## config.mk

```make
export PLATFORM = sky130hd
export DESIGN_NAME = tmds_decoder
export DESIGN_NICKNAME = d
export VERILOG_FILES = /design/src/rtl/tmds_pkg.sv /design/src/rtl/tmds_word_aligner.sv /design/src/rtl/tmds_decoder.sv
export SDC_FILE = /design/constraint.sdc
export NUM_CORES = 1
export LEC_CHECK = 0
export ABC_AREA = 1
export CORE_ASPECT_RATIO = 1.4
export CORE_MARGIN = 8
export CORE_UTILIZATION = 40
export CTS_BUF_LIST = sky130_fd_sc_hd__clkbuf_4 sky130_fd_sc_hd__clkbuf_8
export DETAILED_ROUTE_END_ITERATION = 8
export GPL_TIMING_DRIVEN = 1
export REMOVE_ABC_BUFFERS = 1
export SKIP_LAST_GASP = 1
export SLEW_MARGIN = 40
export SYNTH_ARGS = -nofsm -noshare
export SYNTH_HDL_FRONTEND = slang
export SYNTH_SLANG_ARGS = --single-unit
```

## constraint.sdc

```tcl
create_clock -name clk -period 2.5 [get_ports clk]
set_clock_uncertainty 0.15 [all_clocks]
set_input_delay 0.5 -clock clk [delete_from_list [all_inputs] [get_ports clk]]
set_output_delay 0.5 -clock clk [all_outputs]
set_load 0.005 [all_outputs]
```

## src/rtl/tmds_pkg.sv

```systemverilog
// rtl/tmds_pkg.sv - shared TMDS token constants, aligner states and symbol decode helpers
package tmds_pkg;

    localparam logic [9:0] TOKEN_00 = 10'h354;
    localparam logic [9:0] TOKEN_01 = 10'h0AB;
    localparam logic [9:0] TOKEN_10 = 10'h154;
    localparam logic [9:0] TOKEN_11 = 10'h2AB;

    typedef enum logic [1:0] {
        SEARCH = 2'd0,
        VERIFY = 2'd1,
        LOCKED = 2'd2
    } align_state_t;

    function automatic logic [7:0] tmds_decode_data(input logic [9:0] q);
        logic [7:0] d;
        logic [7:0] r;
        d    = q[9] ? ~q[7:0] : q[7:0];
        r    = '0;
        r[0] = d[0];
        for (int i = 1; i < 8; i++) begin
            r[i] = q[8] ? (d[i] ^ d[i-1]) : ~(d[i] ^ d[i-1]);
        end
        return r;
    endfunction

    // Returns {is_token, c1, c0}; non-token symbols return all zeros.
    function automatic logic [2:0] tmds_ctrl_code(input logic [9:0] q);
        logic [2:0] c;
        case (q)
            TOKEN_00: c = 3'b100;
            TOKEN_01: c = 3'b101;
            TOKEN_10: c = 3'b110;
            TOKEN_11: c = 3'b111;
            default:  c = 3'b000;
        endcase
        return c;
    endfunction

    function automatic logic tmds_is_token(input logic [9:0] q);
        return (q == TOKEN_00) || (q == TOKEN_01) || (q == TOKEN_10) || (q == TOKEN_11);
    endfunction

endpackage

```

## src/rtl/tmds_word_aligner.sv

```systemverilog
// rtl/tmds_word_aligner.sv - control-token word alignment: window, offset search, lock FSM, stage-1 registers
module tmds_word_aligner
    import tmds_pkg::*;
#(
    parameter int LOCK_COUNT = 8,
    parameter int MAX_GAP    = 2048
) (
    input  logic       clk,
    input  logic       rst,
    input  logic [9:0] raw,
    output logic [9:0] sym,
    output logic       sym_tok,
    output logic [1:0] sym_ctrl,
    output logic       locked,
    output logic [3:0] offset
);

    localparam int TW = $clog2(LOCK_COUNT + 1);
    localparam int GW = $clog2(MAX_GAP + 1);
    localparam logic [TW-1:0] TOK_LAST = TW'(LOCK_COUNT - 1);
    localparam logic [GW-1:0] GAP_LAST = GW'(MAX_GAP - 1);

    align_state_t  state, state_d;
    logic [TW-1:0] tok_cnt, tok_d;
    logic [GW-1:0] gap_cnt, gap_d;
    logic [3:0]    off_q, off_d, first_off, sel_off;
    logic [9:0]    raw_prev, sel_sym, hit;
    logic [18:0]   win;
    logic [2:0]    sel_code;
    logic          found;

    // Bit 19 of the full window is never part of any candidate, so it is dropped.
    assign win = {raw[8:0], raw_prev};

    always_comb begin
        hit = '0;
        for (int o = 0; o < 10; o++) begin
            hit[o] = tmds_is_token(win[o +: 10]);
        end
    end

    always_comb begin
        first_off = '0;
        for (int o = 9; o >= 0; o--) begin
            if (hit[o]) first_off = 4'(o);
        end
    end

    assign found    = |hit;
    assign sel_off  = (state == SEARCH) ? first_off : off_q;
    assign sel_sym  = win[{1'b0, sel_off} +: 10];
    assign sel_code = tmds_ctrl_code(sel_sym);

    always_comb begin
        state_d = state;
        tok_d   = tok_cnt;
        gap_d   = gap_cnt;
        off_d   = off_q;
        case (state)
            SEARCH: begin
                if (found) begin
                    off_d   = first_off;
                    tok_d   = TW'(1);
                    gap_d   = '0;
                    state_d = (LOCK_COUNT <= 1) ? LOCKED : VERIFY;
                end
            end
            VERIFY: begin
                if (sel_code[2]) begin
                    tok_d = tok_cnt + TW'(1);
                    if (tok_cnt == TOK_LAST) begin
                        state_d = LOCKED;
                        gap_d   = '0;
                    end
                end else begin
                    state_d = SEARCH;
                    tok_d   = '0;
                end
            end
            LOCKED: begin
                // A token on the expiring cycle still resets the gap.
                if (sel_code[2]) begin
                    gap_d = '0;
                end else if (gap_cnt == GAP_LAST) begin
                    state_d = SEARCH;
                    gap_d   = '0;
                    tok_d   = '0;
                end else begin
                    gap_d = gap_cnt + GW'(1);
                end
            end
            default: begin
                state_d = SEARCH;
                tok_d   = '0;
                gap_d   = '0;
            end
        endcase
    end

    always_ff @(posedge clk or negedge rst) begin
        if (!rst) begin
            raw_prev <= '0;
            state    <= SEARCH;
            tok_cnt  <= '0;
            gap_cnt  <= '0;
            off_q    <= '0;
            sym      <= '0;
            sym_tok  <= 1'b0;
            sym_ctrl <= '0;
            locked   <= 1'b0;
            offset   <= '0;
        end else begin
            raw_prev <= raw;
            state    <= state_d;
            tok_cnt  <= tok_d;
            gap_cnt  <= gap_d;
            off_q    <= off_d;
            sym      <= sel_sym;
            sym_tok  <= sel_code[2];
            sym_ctrl <= sel_code[1:0];
            // A symbol counts as locked if it completed the lock or was examined while locked.
            locked   <= (state == LOCKED) || (state_d == LOCKED);
            offset   <= ((state != SEARCH) || (state_d != SEARCH)) ? off_d : 4'd0;
        end
    end

endmodule

```

## src/rtl/tmds_decoder.sv

```systemverilog
// rtl/tmds_decoder.sv - TMDS channel decoder top: word aligner plus stage-2 symbol decode registers
module tmds_decoder
    import tmds_pkg::*;
#(
    parameter int LOCK_COUNT = 8,
    parameter int MAX_GAP    = 2048
) (
    input  logic       clk,
    input  logic       rst,
    input  logic [9:0] i_raw,
    output logic [7:0] o_data,
    output logic       o_de,
    output logic [1:0] o_ctrl,
    output logic       o_locked,
    output logic [3:0] o_offset
);

    logic [9:0] a_sym;
    logic       a_tok;
    logic [1:0] a_ctrl;
    logic       a_locked;
    logic [3:0] a_offset;

    tmds_word_aligner #(
        .LOCK_COUNT (LOCK_COUNT),
        .MAX_GAP    (MAX_GAP)
    ) u_aligner (
        .clk      (clk),
        .rst      (rst),
        .raw      (i_raw),
        .sym      (a_sym),
        .sym_tok  (a_tok),
        .sym_ctrl (a_ctrl),
        .locked   (a_locked),
        .offset   (a_offset)
    );

    always_ff @(posedge clk or negedge rst) begin
        if (!rst) begin
            o_data   <= '0;
            o_de     <= 1'b0;
            o_ctrl   <= '0;
            o_locked <= 1'b0;
            o_offset <= '0;
        end else begin
            o_locked <= a_locked;
            o_offset <= a_offset;
            if (!a_locked) begin
                o_de   <= 1'b0;
                o_data <= '0;
                o_ctrl <= '0;
            end else if (a_tok) begin
                o_de   <= 1'b0;
                o_data <= '0;
                o_ctrl <= a_ctrl;
            end else begin
                // o_ctrl keeps the last control code through video periods.
                o_de   <= 1'b1;
                o_data <= tmds_decode_data(a_sym);
            end
        end
    end

endmodule

```

## After elaboration in Yosys (flattened, before gate mapping)

Cells that the tools add are included.

| storage, ports and cells | value |
|---|---|
| register bits | 66 |
| input port bits | 12 |
| output and inout bits | 16 |
| word-level logic and storage cells | 172 |

| operators by class | value |
|---|---|
| $add $sub $neg | 2 |
| eq/ne operators | 55 |
| shift-type cells | 1 |
| muxes and demuxes | 46 |
| bitwise operators | 15 |
| reduce and logical (&&, ||, !) cells | 38 |

Operator list:

| operator | count |
|---|---|
| $eq 10x10->1 const B | 22 |
| $eq 10x8->1 const B | 11 |
| $eq 10x9->1 const B | 11 |
| $mux 4 | 18 |
| $mux 12 | 5 |
| $pmux 12 s3 | 1 |
| $logic_or 1x1->1 | 32 |
| $mux 8 | 3 |
| $shiftx 19x5->10 | 1 |
| $mux 2 | 7 |
| $add 12x1->12 const B | 1 |
| $eq 12x11->1 const B | 1 |
| $pmux 3 s4 | 1 |
| $pmux 4 s3 | 1 |
| $ne 2x1->1 const B | 5 |
| $reduce_or 10->1 | 1 |
| $mux 1 | 9 |
| $not 8->8 | 1 |
| $not 1->1 | 7 |
| $xor 1x1->1 | 7 |
| $pmux 2 s3 | 1 |
| $reduce_and 3->1 | 2 |
| $add 4x1->4 const B | 1 |
| $eq 2x2->1 const B | 2 |
| other kinds (5) | 6 |

## Logic depth before layout (Yosys ltp)

| logic depth | value |
|---|---|
| depth in word-level cells | 23 |
| depth in mapped cells | 27 |
| mapped depth without buffers | 26 |

## Cells and area by module

Synthesis repeated with hierarchy kept, for this count alone.

| second synthesis, totals | value |
|---|---|
| cells, all modules | 596 |
| area total of the unflattened synthesis | 4,209.0 µm² |

By module, submodules not included:

| module | times used | cells an instance | area each (µm²) | seq. area each (µm²) |
|---|---|---|---|---|
| tmds_word_aligner | 1 | 514 | 3,533.4 | 1,251.2 |
| tmds_decoder | 1 | 82 | 675.6 | 400.4 |

## Worst setup path before layout

OpenSTA, ideal clock, no wires.

| path | value |
|---|---|
| path kind | input -> register |
| start point | input i_raw[1] |
| end point | register u_aligner.gap_cnt[9] |
| setup time | 0.121 ns |
| arrival time | 2.591 ns |
| required time | 2.229 ns |
| slack | -0.362 ns |
| stages on the path | 25 |
| buffers on the path | 3 |
| path through | buf_2 inv_1 nand2_1 nor2_1 nand3_1 nand2_1 inv_1 nand4_1 nand3_2 nand2_4 buf_6 nand2_1 nand3_1 nand3_1 nand2_1 nand2_1 nand2_2 nand3_1 nor2_1 nand2_2 nand3_1 nand3_2 buf_6 nand2_1 nand2_1 |

| on the way | value |
|---|---|
| word-level cells in the longest chain between the ends | 20 |
| elaborated cells between the ends (all ways) | 79 |
| those cells by class | eq/ne (38); shift (1); mux (14); reduce/logical (26) |

Ends and longest elaborated chain:

| what | line | source |
|---|---|---|
| start, declared | tmds_decoder.sv:10 | `input logic [9:0] i_raw,` |
| $eq 10x10->1 / $eq 10x8->1 (equally long branches) | tmds_pkg.sv:41 | `return (q == TOKEN_00) \|\| (q == TOKEN_01) \|\| (q == TOKEN_10) \|\| (q == TOKEN_11);` |
| $logic_or 1x1->1 (3 in a row) | tmds_pkg.sv:41 |  |
| $mux 4 (10 in a row) | tmds_word_aligner.sv:45 | `if (hit[o]) first_off = 4'(o);` |
| $mux 4 | tmds_word_aligner.sv:50 | `assign sel_off = (state == SEARCH) ? first_off : off_q;` |
| $shiftx 19x5->10 (*) | tmds_word_aligner.sv:51 | `assign sel_sym = win[{1'b0, sel_off} +: 10];` |
| named net u_aligner.sel_sym[1] | tmds_word_aligner.sv:27 | `logic [9:0] raw_prev, sel_sym, hit;` |
| $eq 10x10->1 (tied with other cells) | tmds_pkg.sv:30 | `case (q)` |
| $pmux 3 s4 (*) | tmds_pkg.sv:30 |  |
| $mux 12 / $ne 2x1->1 (equally long branches) | -- |  |
| $pmux 12 s3 / $reduce_and 3->1 (equally long branches) | -- |  |
| end signal, assigned | tmds_word_aligner.sv:116 | `gap_cnt <= gap_d;` |
| end, declared | tmds_word_aligner.sv:25 | `logic [GW-1:0] gap_cnt, gap_d;` |

Mark *: on every way through the listed nets, which the timed path passes. The rest lies on a longest branch.
A chain may end at the register's enable or synchronous reset.

## Worst setup path in the final report

| path | value |
|---|---|
| start point | register u_aligner.raw_prev[8] |
| end point | register u_aligner.tok_cnt[3] |

| on the way | value |
|---|---|
| word-level cells in the longest chain between the ends | 19 |
| elaborated cells between the ends (all ways) | 85 |
| those cells by class | eq/ne (42); shift (1); mux (13); reduce/logical (29) |

Ends and longest elaborated chain:

| what | line | source |
|---|---|---|
| start, declared | tmds_word_aligner.sv:27 |  |
| start signal, assigned | tmds_word_aligner.sv:113 | `raw_prev <= raw;` |
| $eq 10x10->1 / $eq 10x8->1 (equally long branches) | tmds_pkg.sv:41 |  |
| $logic_or 1x1->1 (3 in a row) | tmds_pkg.sv:41 |  |
| $mux 4 (9 in a row) | tmds_word_aligner.sv:45 |  |
| $mux 4 | tmds_word_aligner.sv:50 |  |
| $shiftx 19x5->10 (*) | tmds_word_aligner.sv:51 |  |
| named net u_aligner.sel_sym[2] | tmds_word_aligner.sv:27 |  |
| $eq 10x10->1 (tied with other cells) | tmds_pkg.sv:30 |  |
| $pmux 3 s4 (*) | tmds_pkg.sv:30 |  |
| named net u_aligner.sel_code[2] | tmds_word_aligner.sv:29 | `logic [2:0] sel_code;` |
| $mux 4 / $ne 2x2->1 (equally long branches) | -- |  |
| $pmux 4 s3 / $reduce_and 3->1 (equally long branches) | -- |  |
| end signal, assigned | tmds_word_aligner.sv:115 | `tok_cnt <= tok_d;` |
| end, declared | tmds_word_aligner.sv:24 | `logic [TW-1:0] tok_cnt, tok_d;` |

Marked as above.

==> flow_metrics.env <==
export IMPL_synthToLayoutAreaGrowth_pct=58.8
export IMPL_post_route_period_util_pct=129
export IMPL_numCtsBuffers=9
export IMPL_routedWlPerCell_um=15.6
export IMPL_clk_path_buf_depth=2
export IMPL_post_synth_cell_area_avg_um2=6.96
export IMPL_grt_total_usage_pct=19.6
export IMPL_reg_to_reg_critical_path_endpoint="u_aligner.tok_cnt[3]"
export IMPL_detail_route_iter0_violations=357
export IMPL_synthFlopType="dfrtp_1"
export IMPL_vias_in_the_first_global_route=4641
export IMPL_critical_path_max_stage_delay_ns=0.49
export IMPL_switching_share_of_power_pct=31.1
export IMPL_setup_worst_path_start="u_aligner.raw_prev[8]"
export IMPL_leakagePower_nw=3.30
export IMPL_ys_async_sr_fraction_pct=100
export IMPL_netlist_instances=602
export IMPL_clk_root_buffer_cell="clkbuf_8"
export IMPL_run_status="finished, violations left"
export IMPL_core_mm2=0.0103
export IMPL_global_route_overflow_total=0
export IMPL_period_minus_slack_ns=3.22
export IMPL_most_common_layout_cells="nand2_1, buf_4, dfrtp_1"
export IMPL_fin_setup_tns_ns=-15.53
export IMPL_worst_hold_path_type="reg -> reg"
export IMPL_synth_edff_count=0
export IMPL_sequential_cell_fraction_of_total_power_pct=40.1
export IMPL_cts_reportedPaths_clkPinSlew_ns=0.10
export IMPL_synth_sequential_area_ratio_pct=39.4
export IMPL_ant_nets=0
export IMPL_worst_reg_to_reg_setup_slack_ns=-0.72
export IMPL_netlist_cell_type_count=35
export IMPL_layout_cells_most_common="nand2_1"
export IMPL_initial_core_util_pct=40.7
export IMPL_path_class="reg -> reg"
export IMPL_synthesis_yosys_warnings=0
export IMPL_design_power_total_mw=2.97
export IMPL_clock_tree_htree_level_count=3
export IMPL_antenna_violations_before_repair=0
export IMPL_violations="setup timing"
export IMPL_io_buffers=27
export IMPL_final_hold_violation_count=0
export IMPL_die_x_um=102
export IMPL_worst_slack_ns=-0.716
export IMPL_die_area_mm2=0.0140
export IMPL_holdPathStages=0
export IMPL_routability_congestion_estimate_from_global_placement=0.962
export IMPL_worst_path_dominant_cell_family="simple AND/OR/NAND/NOR gates"
export IMPL_layout_core_utilization_pct=64.6
export IMPL_max_freq_mhz=311
export IMPL_num_antenna_cells=0
export IMPL_via_count=4666
export IMPL_power_internal_mw=2.04
export IMPL_critical_hold_path_startpoint="u_aligner.offset[0]"
export IMPL_cp_start_kind="register"
export IMPL_io_pins=28
export IMPL_timing_critical_path_mode_cell="nand2_2"
export IMPL_crit_slowest_cell="dfrtp_2"
export IMPL_clock_latency_ns=0.36
export IMPL_grt_first_pass_wirelength_um=21400
export IMPL_post_route_drc_count=0
export IMPL_ff_to_ff_path_depth=25
export IMPL_power_frac_clock_pct=35.2
export IMPL_critical_path_data_required_time_ns=2.64
export IMPL_netlist_area_mm2=0.00419
export IMPL_timing_critical_path_to_type="register"
export IMPL_vias_per_cell=5.30
export IMPL_cap_viol_max_count=0
export IMPL_nNetsFinal=752
export IMPL_drtPass1Iterations=5
export IMPL_detail_route_wirelength_um=13800
export IMPL_finalMaxSlewViolations=0
export IMPL_transition_time_of_the_tightest_slew_check_pin_ns=0.573
export IMPL_vdd_ir_drop_max_mv=0.253
export IMPL_pre_cts_ws_ns=-1.52
export IMPL_slew_headroom_pct=61.7
export IMPL_clock_sink_count=66
export IMPL_timing_rr_start="u_aligner.raw_prev[8]"
export IMPL_rsz0062_at_grt="yes"
export IMPL_critPathArrivalTime_ns=3.35
export IMPL_power_frac_comb_pct=24.7
export IMPL_instances_no_fill=881
export IMPL_setup_viol=31
export IMPL_dp_final_hpwl_um=9070
export IMPL_pin_count_of_the_biggest_net_entering_global_routing=67
export IMPL_power_net_switching_mw=0.923
export IMPL_worstPathMaxFanout=8
export IMPL_cellPowerDensity_mw_per_mm2=446
export IMPL_placedCellCount=832
export IMPL_rows=44
export IMPL_worst_hold_path_endpoint="o_offset[0]"
export IMPL_post_route_cells_drive_above_1_share_pct=44.5
export IMPL_cp_num_buf_inv=4
export IMPL_cts_tree="yes"
export IMPL_postSynthRegisterBits=66
export IMPL_die_h_um=137
==> registers in the layout (all words and copies together) (netlist names), 2 cells and up <==
name,count
u_aligner.gap_cnt,12
o_ctrl,2
u_aligner.state,2
u_aligner.sym,10
u_aligner.offset,4
u_aligner.off_q,4
o_offset,4
u_aligner.sym_ctrl,2
o_data,8
u_aligner.tok_cnt,4
u_aligner.raw_prev,10
==> power by group through the flow <==
stage	Clock, mW	Sequential (mW)	Combinational [mW]
after floorplan	0	1.20	0.269
after global placement	0	1.21	0.506
after detailed placement	0	1.21	0.511
after CTS	1.06	1.19	0.602
after global routing	1.11	1.20	0.796
final	1.04	1.19	0.734
==> cell usage after synthesis, types with 7 or more instances <==
cell	instances	area share, %
buf_2	7	0.84
a21oi_1	7	0.84
nand2_1	166	15
dfrtp_1	66	39
nor2_1	73	6.5
nand4_1	11	1.6
o21ai_0	7	0.84
buf_6	7	1.9
nand3_1	111	13
inv_2	10	0.90
nand3_2	7	1.7
inv_1	62	5.6
nand2_2	14	2.1
==> stage by stage <==
step | area, um^2 | hold slack (ns)
5_1_grt | 6650 | 0.213
3_3_place_gp | 5160 | 0.182
4_1_cts | 6020 | 0.207
3_5_place_dp | 5160 | 0.185
2_1_floorplan | 4060 | 0.0544
6_report | 6650 | 0.207
==> metal layers <==
layer / track usage, % / part of all wire [%] / vias to the layer above
met5: 0 / 0 / -
met4: 12.9 / 6.3 / 0
met3: 3.77 / 4.4 / 75
met2: 36.7 / 54 / 170
met1: 18.7 / 35 / 2206
li1: - / - / 2215
==> worst register-to-register path: stages, from the launching register on <==
cell and delay, ns:
dfrtp_2 0.49, inv_4 0.12, nand3_4 0.10, nor2_4 0.14, nand2_2 0.09, nand2_4 0.10
nor2_4 0.03, nand4_1 0.13, nand3_4 0.14, buf_12 0.18, nand2_8 0.10, nand2_4 0.07
nand2_2 0.07, nand2_2 0.06, nand3b_1 0.10, nand2_1 0.07, inv_1 0.07, nand2_2 0.08
inv_2 0.06, nand2_2 0.07, nor2_4 0.13, nand2_4 0.09, nand2_8 0.14, nand2_4 0.07
or2_0 0.23, nand2_1 0.06
==> worst max-delay path by stage <==
stage	endpoint	slack (ns)	cells after the start
5_1_grt	u_aligner.tok_cnt[3]	-0.89	23
2_1_floorplan	u_aligner.gap_cnt[5]	-0.74	21
6_report	u_aligner.tok_cnt[3]	-0.72	25
3_3_place_gp	u_aligner.gap_cnt[0]	-1.51	20
3_5_place_dp	u_aligner.gap_cnt[9]	-1.52	20
4_1_cts	u_aligner.tok_cnt[3]	-0.66	23
==> kinds of logic after synthesis <==
group,after synthesis,synth area share [%]
AND/OR/NAND/NOR,410,45.0
adder cells (fa/ha/maj),2,0.597
XOR/XNOR,6,1.25
AO/OA/AOI/OAI,26,3.61
buffers and inverters,92,10.1
flip-flops,66,39.4
==> final cells by class <==
class / instances / area [um^2]
multi-input combinational: 448 / 3040
clock inverter: 6 / 88.8
sequential: 66 / 1660
inverter: 75 / 312
tap: 138 / 173
clock buffer: 10 / 138
fill: 853 / 3640
timing repair buffer: 138 / 1240
==> repair_timing <==
item | CTS | global route
hold buffers | 1 | 0
pin swaps | 36 | 36
resized for setup | 99 | 143
setup buffers | 21 | 6
endpoints found under the hold margin | 9 | 0
gates cloned | 5 | 1
endpoints found under the setup margin | 35 | 33
(Power assumes the default switching activity.)
